File: src/rtl/tile_renderer.sv
// tile_renderer: 32x30 character-cell renderer driven by the sync generator.
// Each 8x8 cell is fetched one cell ahead: char byte, attribute byte, then
// font row. The fetched row waits in pending_* until the load point, where
// it moves into the pixel shift register. rgb/hsync/vsync share one cycle
// of delay so they stay aligned with each other.
module tile_renderer #(
  parameter int H_DISPLAY = 256,
  parameter int V_DISPLAY = 240,
  parameter int H_MAX     = 308,
  parameter int V_MAX     = 261
) (
  input  logic        clk,
  input  logic        reset,
  input  logic [8:0]  hpos,
  input  logic [8:0]  vpos,
  input  logic        display_on,
  input  logic        hsync_in,
  input  logic        vsync_in,
  output logic [10:0] vram_addr,
  output logic        vram_rd,
  input  logic [7:0]  vram_data,
  output logic [10:0] font_addr,
  input  logic [7:0]  font_data,
  output logic [2:0]  rgb,
  output logic        hsync,
  output logic        vsync
);

  localparam logic [8:0] H_PREFETCH  = 9'(H_MAX - 7);
  localparam logic [8:0] H_LAST      = 9'(H_MAX);
  localparam logic [8:0] V_LAST      = 9'(V_MAX);
  localparam logic [8:0] H_FETCH_LIM = 9'(H_DISPLAY - 8);
  localparam logic [8:0] H_LOAD_LIM  = 9'(H_DISPLAY - 1);
  localparam logic [9:0] V_LIM       = 10'(V_DISPLAY);

  // State names the byte arriving on the read data bus this cycle:
  // S_CHAR = char byte (s+1), S_ATTR = attr byte (s+2), S_FONT = font byte (s+3).
  typedef enum logic [2:0] {S_IDLE, S_CHAR, S_ATTR, S_FONT, S_WAIT} state_t;

  state_t      state;
  logic [10:0] addr_q;
  logic        rd_q;
  logic [2:0]  frow_q;
  logic [5:0]  attr_q;
  logic [7:0]  pending_bits;
  logic [5:0]  pending_attr;
  logic [7:0]  shift;
  logic [5:0]  cur_attr;

  logic        trig_eol;
  logic        trig_cell;
  logic        fetch_go;
  logic        load;
  logic [9:0]  tl;
  logic [4:0]  col;

  // Decode fetch triggers, target line/column and load events from the beam.
  always_comb begin
    trig_eol  = (hpos == H_PREFETCH);
    trig_cell = (hpos[2:0] == 3'd0) && (hpos < H_FETCH_LIM);
    if (trig_eol) begin
      tl  = (vpos == V_LAST) ? 10'd0 : {1'b0, vpos} + 10'd1;
      col = 5'd0;
    end else begin
      tl  = {1'b0, vpos};
      col = hpos[7:3] + 5'd1;
    end
    fetch_go = reset && (trig_eol || trig_cell) && (tl < V_LIM) &&
               ((state == S_IDLE) || (state == S_WAIT));
    load = (hpos == H_LAST) || ((hpos[2:0] == 3'd7) && (hpos < H_LOAD_LIM));
  end

  // The char address must be on the bus in the trigger cycle itself, since the
  // trigger is only known from this cycle's hpos; later addresses are registered.
  assign vram_rd   = fetch_go | rd_q;
  assign vram_addr = fetch_go ? {1'b0, tl[7:3], col} : addr_q;

  // Fetch sequencer: char -> attr -> font, then hold the result until loaded.
  always_ff @(posedge clk or negedge reset) begin
    if (!reset) begin
      state        <= S_IDLE;
      addr_q       <= 11'd0;
      rd_q         <= 1'b0;
      frow_q       <= 3'd0;
      attr_q       <= 6'd0;
      font_addr    <= 11'd0;
      pending_bits <= 8'd0;
      pending_attr <= 6'd0;
    end else if (fetch_go) begin
      addr_q <= {1'b1, tl[7:3], col};
      rd_q   <= 1'b1;
      frow_q <= tl[2:0];
      state  <= S_CHAR;
    end else begin
      case (state)
        S_CHAR: begin
          font_addr <= {vram_data, frow_q};
          rd_q      <= 1'b0;
          state     <= S_ATTR;
        end
        S_ATTR: begin
          attr_q <= vram_data[5:0];
          state  <= S_FONT;
        end
        S_FONT: begin
          pending_bits <= font_data;
          pending_attr <= attr_q;
          state        <= S_WAIT;
        end
        S_WAIT:  if (load) state <= S_IDLE;
        default: state <= S_IDLE;
      endcase
    end
  end

  // Pixel shifter and delay-matched colour/sync outputs.
  always_ff @(posedge clk or negedge reset) begin
    if (!reset) begin
      shift    <= 8'd0;
      cur_attr <= 6'd0;
      rgb      <= 3'd0;
      hsync    <= 1'b0;
      vsync    <= 1'b0;
    end else begin
      if (load) begin
        shift    <= pending_bits;
        cur_attr <= pending_attr;
      end else begin
        shift <= {shift[6:0], 1'b0};
      end
      rgb   <= display_on ? (shift[7] ? cur_attr[5:3] : cur_attr[2:0]) : 3'd0;
      hsync <= hsync_in;
      vsync <= vsync_in;
    end
  end

endmodule
File: config.mk
export PLATFORM = sky130hd
export DESIGN_NAME = tile_renderer
export DESIGN_NICKNAME = d
export VERILOG_FILES = /design/src/rtl/tile_renderer.sv
export SDC_FILE = /design/constraint.sdc
export NUM_CORES = 1
export LEC_CHECK = 0
export ABC_AREA = 1
export ABC_CLOCK_PERIOD_IN_PS = 1600
export CAP_MARGIN = 20
export CORE_MARGIN = 2
export CORE_UTILIZATION = 60
export DETAILED_ROUTE_END_ITERATION = 10
export DONT_BUFFER_PORTS = 1
export PLACE_DENSITY = 0.79
export SLEW_MARGIN = 40
export SYNTH_ARGS = -nofsm -noshare
export SYNTH_HDL_FRONTEND = slang
export SYNTH_SLANG_ARGS = --single-unit
File: constraint.sdc
create_clock -name clk -period 1.6 [get_ports clk]
set_input_delay 0.08 -clock clk [delete_from_list [all_inputs] [get_ports clk]]
set_output_delay 0.08 -clock clk [all_outputs]
set_load 0.01 [all_outputs]
After elaboration in Yosys (flattened, before gate mapping)
Cells that the tools add are included.
{ "classes": {"addsub": 2, "multipliers": 0, "n_div": 0, "order_cmp": 3, "n_eq_ne": 9, "shift": 0, "n_mux": 12, "n_bitwise": 2, "reduce_logical": 14} }
{ "ops": {"columns": ["op", "n"], "rows": [
  ["9-bit == test, second input constant", 3],
  ["10-bit two-way mux", 2],
  ["9-bit by 8-bit < comparator with 1-bit output, second input constant", 2],
  ["3-bit two-way mux", 4],
  ["3-bit case mux with 4 select lines", 1],
  ["11-bit two-way mux", 1],
  ["9-bit by 1-bit adder with 10-bit output, second input constant", 1],
  ["10-bit by 8-bit < comparator with 1-bit output, second input constant", 1],
  ["8-bit two-way mux", 1],
  ["3-bit by 2-bit == test with 1-bit output, second input constant", 2],
  ["3-bit == test, second input constant", 2],
  ["3-bit logical NOT", 2],
  ["2-bit AND reduction", 3],
  ["5-bit by 1-bit adder with 5-bit output, second input constant", 1],
  ["1-bit logical AND", 5],
  ["5-bit two-way mux", 1],
  ["3-bit by 1-bit == test with 1-bit output, second input constant", 1],
  ["1-bit logical OR", 3],
  ["3-bit inequality test, second input constant", 1],
  ["1-bit two-way mux", 2],
  ["2-bit nonzero test", 1],
  ["1-bit inverter", 1],
  ["1-bit bitwise OR", 1]
]} }
{ "word_totals": {"regBits": 68, "latchBits": 0, "ram_bits": 0, "mem_bits_ro": 0, "output_inout_bits": 28, "elab_cells": 55, "mem_count": 0} }

Depth between registers and ports, before layout
{ "depth": {"word_depth": 8, "ltp_mapped": 12} }

Worst setup path after synthesis
Ideal clock, no wire load.
{ "synth_timing": {"path_type": "flip-flop to output port", "startpoint": "reg state[1]", "endpoint": "out vram_addr[6]", "arrival_ps": 1382, "required_ps": 1520, "slack_ps": 138, "stages_incl_launch_ff": 9, "n_path_buf": 1, "cell_sequence": "dfrtp_1 -> nor2_1 -> nand2_1 -> a21oi_2 -> inv_2 -> nor2_4 -> nand2_4 -> buf_8 -> a21oi_1"} }
{ "synth_between": {"elab_chain_len": 4, "word_cells_on_any_way": 5, "cone_classes": "eq/ne: 1; mux: 1; reduce/logical: 3"} }
{ "synth_rtl": {"columns": ["item", "line_no", "rtl"], "rows": [
  ["start, declared", "40", "state_t state;"],
  ["start signal, assigned", "81", "state <= S_IDLE;"],
  ["start signal, assigned", "93", "state <= S_CHAR;"],
  ["start signal, assigned", "99", "state <= S_ATTR;"],
  ["3-bit == test or 3-bit logical NOT (tied branches)", "69", "((state == S_IDLE) || (state == S_WAIT));"],
  ["1-bit logical OR *", "69", null],
  ["1-bit logical AND *", "68", "fetch_go = reset && (trig_eol || trig_cell) && (tl < V_LIM) &&"],
  ["11-bit two-way mux *", "76", "assign vram_addr = fetch_go ? {1'b0, tl[7:3], col} : addr_q;"],
  ["end, declared", "19", "output logic [10:0] vram_addr,"]
]} }
Mark *: on every way between the ends. The rest lies on a longest branch, timed or not.

Final worst setup path
Same ends and word-level chain as after synthesis.

==> results.py <==
metrics = {
    "outcome": {
        "status": "finished with violations",
        "violations": "hold timing, setup timing",
    },
    "placement": {
        "dp_hpwl_mm": 4.442,
        "gp_congestion": 0.9043,
        "dp.cells": 437,
        "pre_cts_ws_ps": 58.47,
        "io_buffers": 0,
    },
    "clock_tree": {
        "clock_latency_ps": 350,
        "clk_path_buf_depth": 2,
        "cts_inserted_buffers": 9,
        "cts_tree": "done",
        "cts.htree.levels": 3,
        "root_buffer": "clkbuf_8",
        "clkTransAtPathRegs_ps": 80,
        "postCtsHoldBufs": 20,
        "clock-sinks": 68,
    },
    "yosys": {
        "ys.warnings.count": 0,
        "async_flop_share_pct": 100.0,
        "synth_top_area_share_pct": 52.88,
        "synth_top_area_cell": "dfrtp_1",
        "synth_most_common_cell": "nand2_1",
        "ys.flop_type": "dfrtp_1",
        "ys_seq_elements": 68,
        "synthCells": 365,
        "synth_commonest_cells": "104 x nand2_1, 68 x dfrtp_1, 34 x inv_1",
        "syn_area_per_cell_um2": 8.817,
        "syn_area_um2": 3218,
        "synth_seq_area_share_pct": 52.88,
        "synth.area.top_cells": "dfrtp_1 53%, nand2_1 12%, mux2_2 4.9%",
        "synth_edf_count": 0,
        "synth_cell_types": 37,
        "syn_nets": 407,
    },
    "worst_setup_path": {
        "reg2regPathDepth": 6,
        "worstPathRequired_ps": 1520,
        "r2r_start": "state[1]",
        "crit_chain": "nor2_2 -> nand2_1 -> a21oi_2 -> buf_4 -> nand4_1 -> nor2_2 -> a21oi_2 -> buf_4",
        "arrival_ps": 1780,
        "critPathMaxStageDelay_ps": 410,
        "cp_top_family": "simple AND/OR/NAND/NOR gates",
        "r2r_slack_ps": 70,
        "cp-startpoint": "state[1]",
        "cp-end-kind": "primary output",
        "cp_max_fo": 3,
        "worstSetupStartpointType": "flip-flop",
        "crit_path_top_delay_cell": "dfrtp_1",
        "rr_endpoint": "pending_attr[1]",
        "worst-path-buf-inv": 2,
        "crit_type": "flip-flop to primary output",
    },
    "finish": {
        "num_antenna_cells": 0,
        "finalNetCount": 449,
        "final.fill_count": 339,
        "drive_gt1_share_pct": 23.79,
        "layout.cells.non_filler": 482,
        "syn_to_final_growth_pct": 25.74,
        "finish.utilization_pct": 78.72,
    },
    "sta": {
        "final.min_clock_period_ps": 1864,
        "setup_viol": 12,
        "hold_viol": 68,
        "rsz0062_at_grt": "true",
        "fin_skew_ps": 11.96,
        "worst_pin_slew_ps": 487.0,
        "finalMaxSlewViolations": 0,
        "setup_ws_ps": -264.3,
        "finalCritPeriodShare_pct": 116.5,
        "max_freq_mhz": 536.4,
        "slew_headroom_pct": 67.45,
        "holdWs_ps": -580.6,
        "setup-tns-final_ps": -2520,
    },
    "global_route": {
        "grt_pass1_wl_mm": 11.95,
        "track_usage_pct": 25.69,
        "grt_overflow_total": 0,
        "grt_max_degree": 70,
        "grt_antenna_before_repair": 0,
        "grt_pass1_vias": 2557,
    },
    "drt": {
        "ant_nets": 0,
        "drt_wl_total_mm": 7.412,
        "vias": 2589,
        "dr.pass1.iters": 4,
        "drt_iter0_markers": 120,
        "viasPerCell": 5.371,
        "drc": 0,
        "wl_per_cell_um": 15.38,
    },
    "pwr": {
        "total_power_w": 0.006052,
        "p_per_area_nw_per_um2": 1496,
        "peakVddDrop_uv": 994.7,
        "p_leak_nw": 2.017,
    },
    "floorplanning": {
        "row_count": 26,
        "initial_core_util_pct": 62.61,
        "die-area_um2": 5965,
        "coreArea_um2": 5140,
        "die_h_um": 77.24,
        "io_pins": 67,
        "die-width_um": 77.24,
    },
    "flow_run": {
        "drv_cap": 0,
    },
    "min_path": {
        "worst_hold_path_type": "input pin to asynchronous set/reset pin",
    },
}
-- metrics by stage --
stage	area, um2	hold WS, ps
floorplan	3218	-215.6
global placement	3331	-214.4
detailed placement	3331	-214.3
CTS	3961	-590.7
global route	4046	-596.0
finish	4046	-580.6
-- cells by family (layout without fill, tap and decap cells) --
logic type	Yosys count	in the layout	synth area share, %
buffers and inverters	49	94	6.687
flip-flops	68	68	52.88
XOR/XNOR	2	2	0.5444
adder cells (fa/ha/maj)	3	3	1.167
multiplexers	14	14	4.899
AND/OR/NAND/NOR	183	185	25.93
AO/OA/AOI/OAI	46	46	7.893
-- registers in the layout (all words and copies together), names as in the netlist --
name / cells
pending_attr: 6
cur_attr: 6
font_addr: 11
hsync: 1
rgb: 3
vsync: 1
rd_q: 1
addr_q: 11
state: 3
pending_bits: 8
attr_q: 6
frow_q: 3
shift: 8
-- cell usage in the layout, fill, tap and decap left out, drive strengths merged, types with 2 or more instances in the layout --
cell         instances
clkbuf               9
nor2                33
inv                 39
nor3                 4
nand3               26
o21bai               2
nand4                8
o21ai               27
ha                   3
mux2                14
nand2              111
nand3b               2
clkinv               2
bufinv               4
dlygate4sd3         20
a21oi               15
dfrtp               68
buf                 20
-- timing repair --
action / 4_1_cts / 5_1_grt
endpoints found under the setup margin: 12 / 15
hold endpoints to repair: 96 / 68
buffers inserted: 6 / 2
pin swaps: 6 / 3
cloned: 1 / 1
resized for setup: 28 / 18
-- final cells by class --
cell class                      count  area [um2]  share of cell area, %
Clock inverter                      7       146.4                  3.618
Multi-Input combinational cell    250        1465                  36.21
Inverter                           38       145.1                  3.587
Clock buffer                        9       123.9                  3.061
Timing Repair Buffer               40       376.6                  9.307
Tap cell                           70       87.58                  2.165
Sequential cell                    68        1702                  42.05
-- worst register-to-register path: cells and delay by family (launching register included) --
| family | cells | cell delay, ps |
|---|---|---|
| buffers and inverters | 3 | 550 |
| and+or+nand+nor | 2 | 440 |
| AOI/OAI and AO/OA | 1 | 50 |
| DFF | 1 | 390 |
-- per-layer routing --
| layer | global-route usage [%] | vias up | share of wire, % |
|---|---|---|---|
| met5 | 0 | - | 0 |
| met4 | 9.821 | 0 | 1.5 |
| met3 | 6.471 | 14 | 6.4 |
| met2 | 42.09 | 102 | 49 |
| met1 | 32.99 | 1207 | 43 |
| li1 | - | 1266 | - |
-- worst max path at each step --
stage | to | slack [ps] | cells past startpoint
after floorplan | vram_addr[6] | 140 | 8
after global placement | vram_addr[6] | 110 | 11
after detailed placement | vram_addr[6] | 60 | 11
after CTS | vram_addr[9] | -190 | 9
after global routing | vram_addr[6] | -410 | 8
final | vram_addr[6] | -260 | 8
-- power by group --
group	internal, W	leakage [nW]	switching (W)
combinational	0.000594	1.04	0.000778
sequential	0.00236	0.847	0.000417
clock	0.00121	0.134	0.000695
total	0.00416	2.02	0.00189
Note: power is estimated with default switching activity, not from simulation.
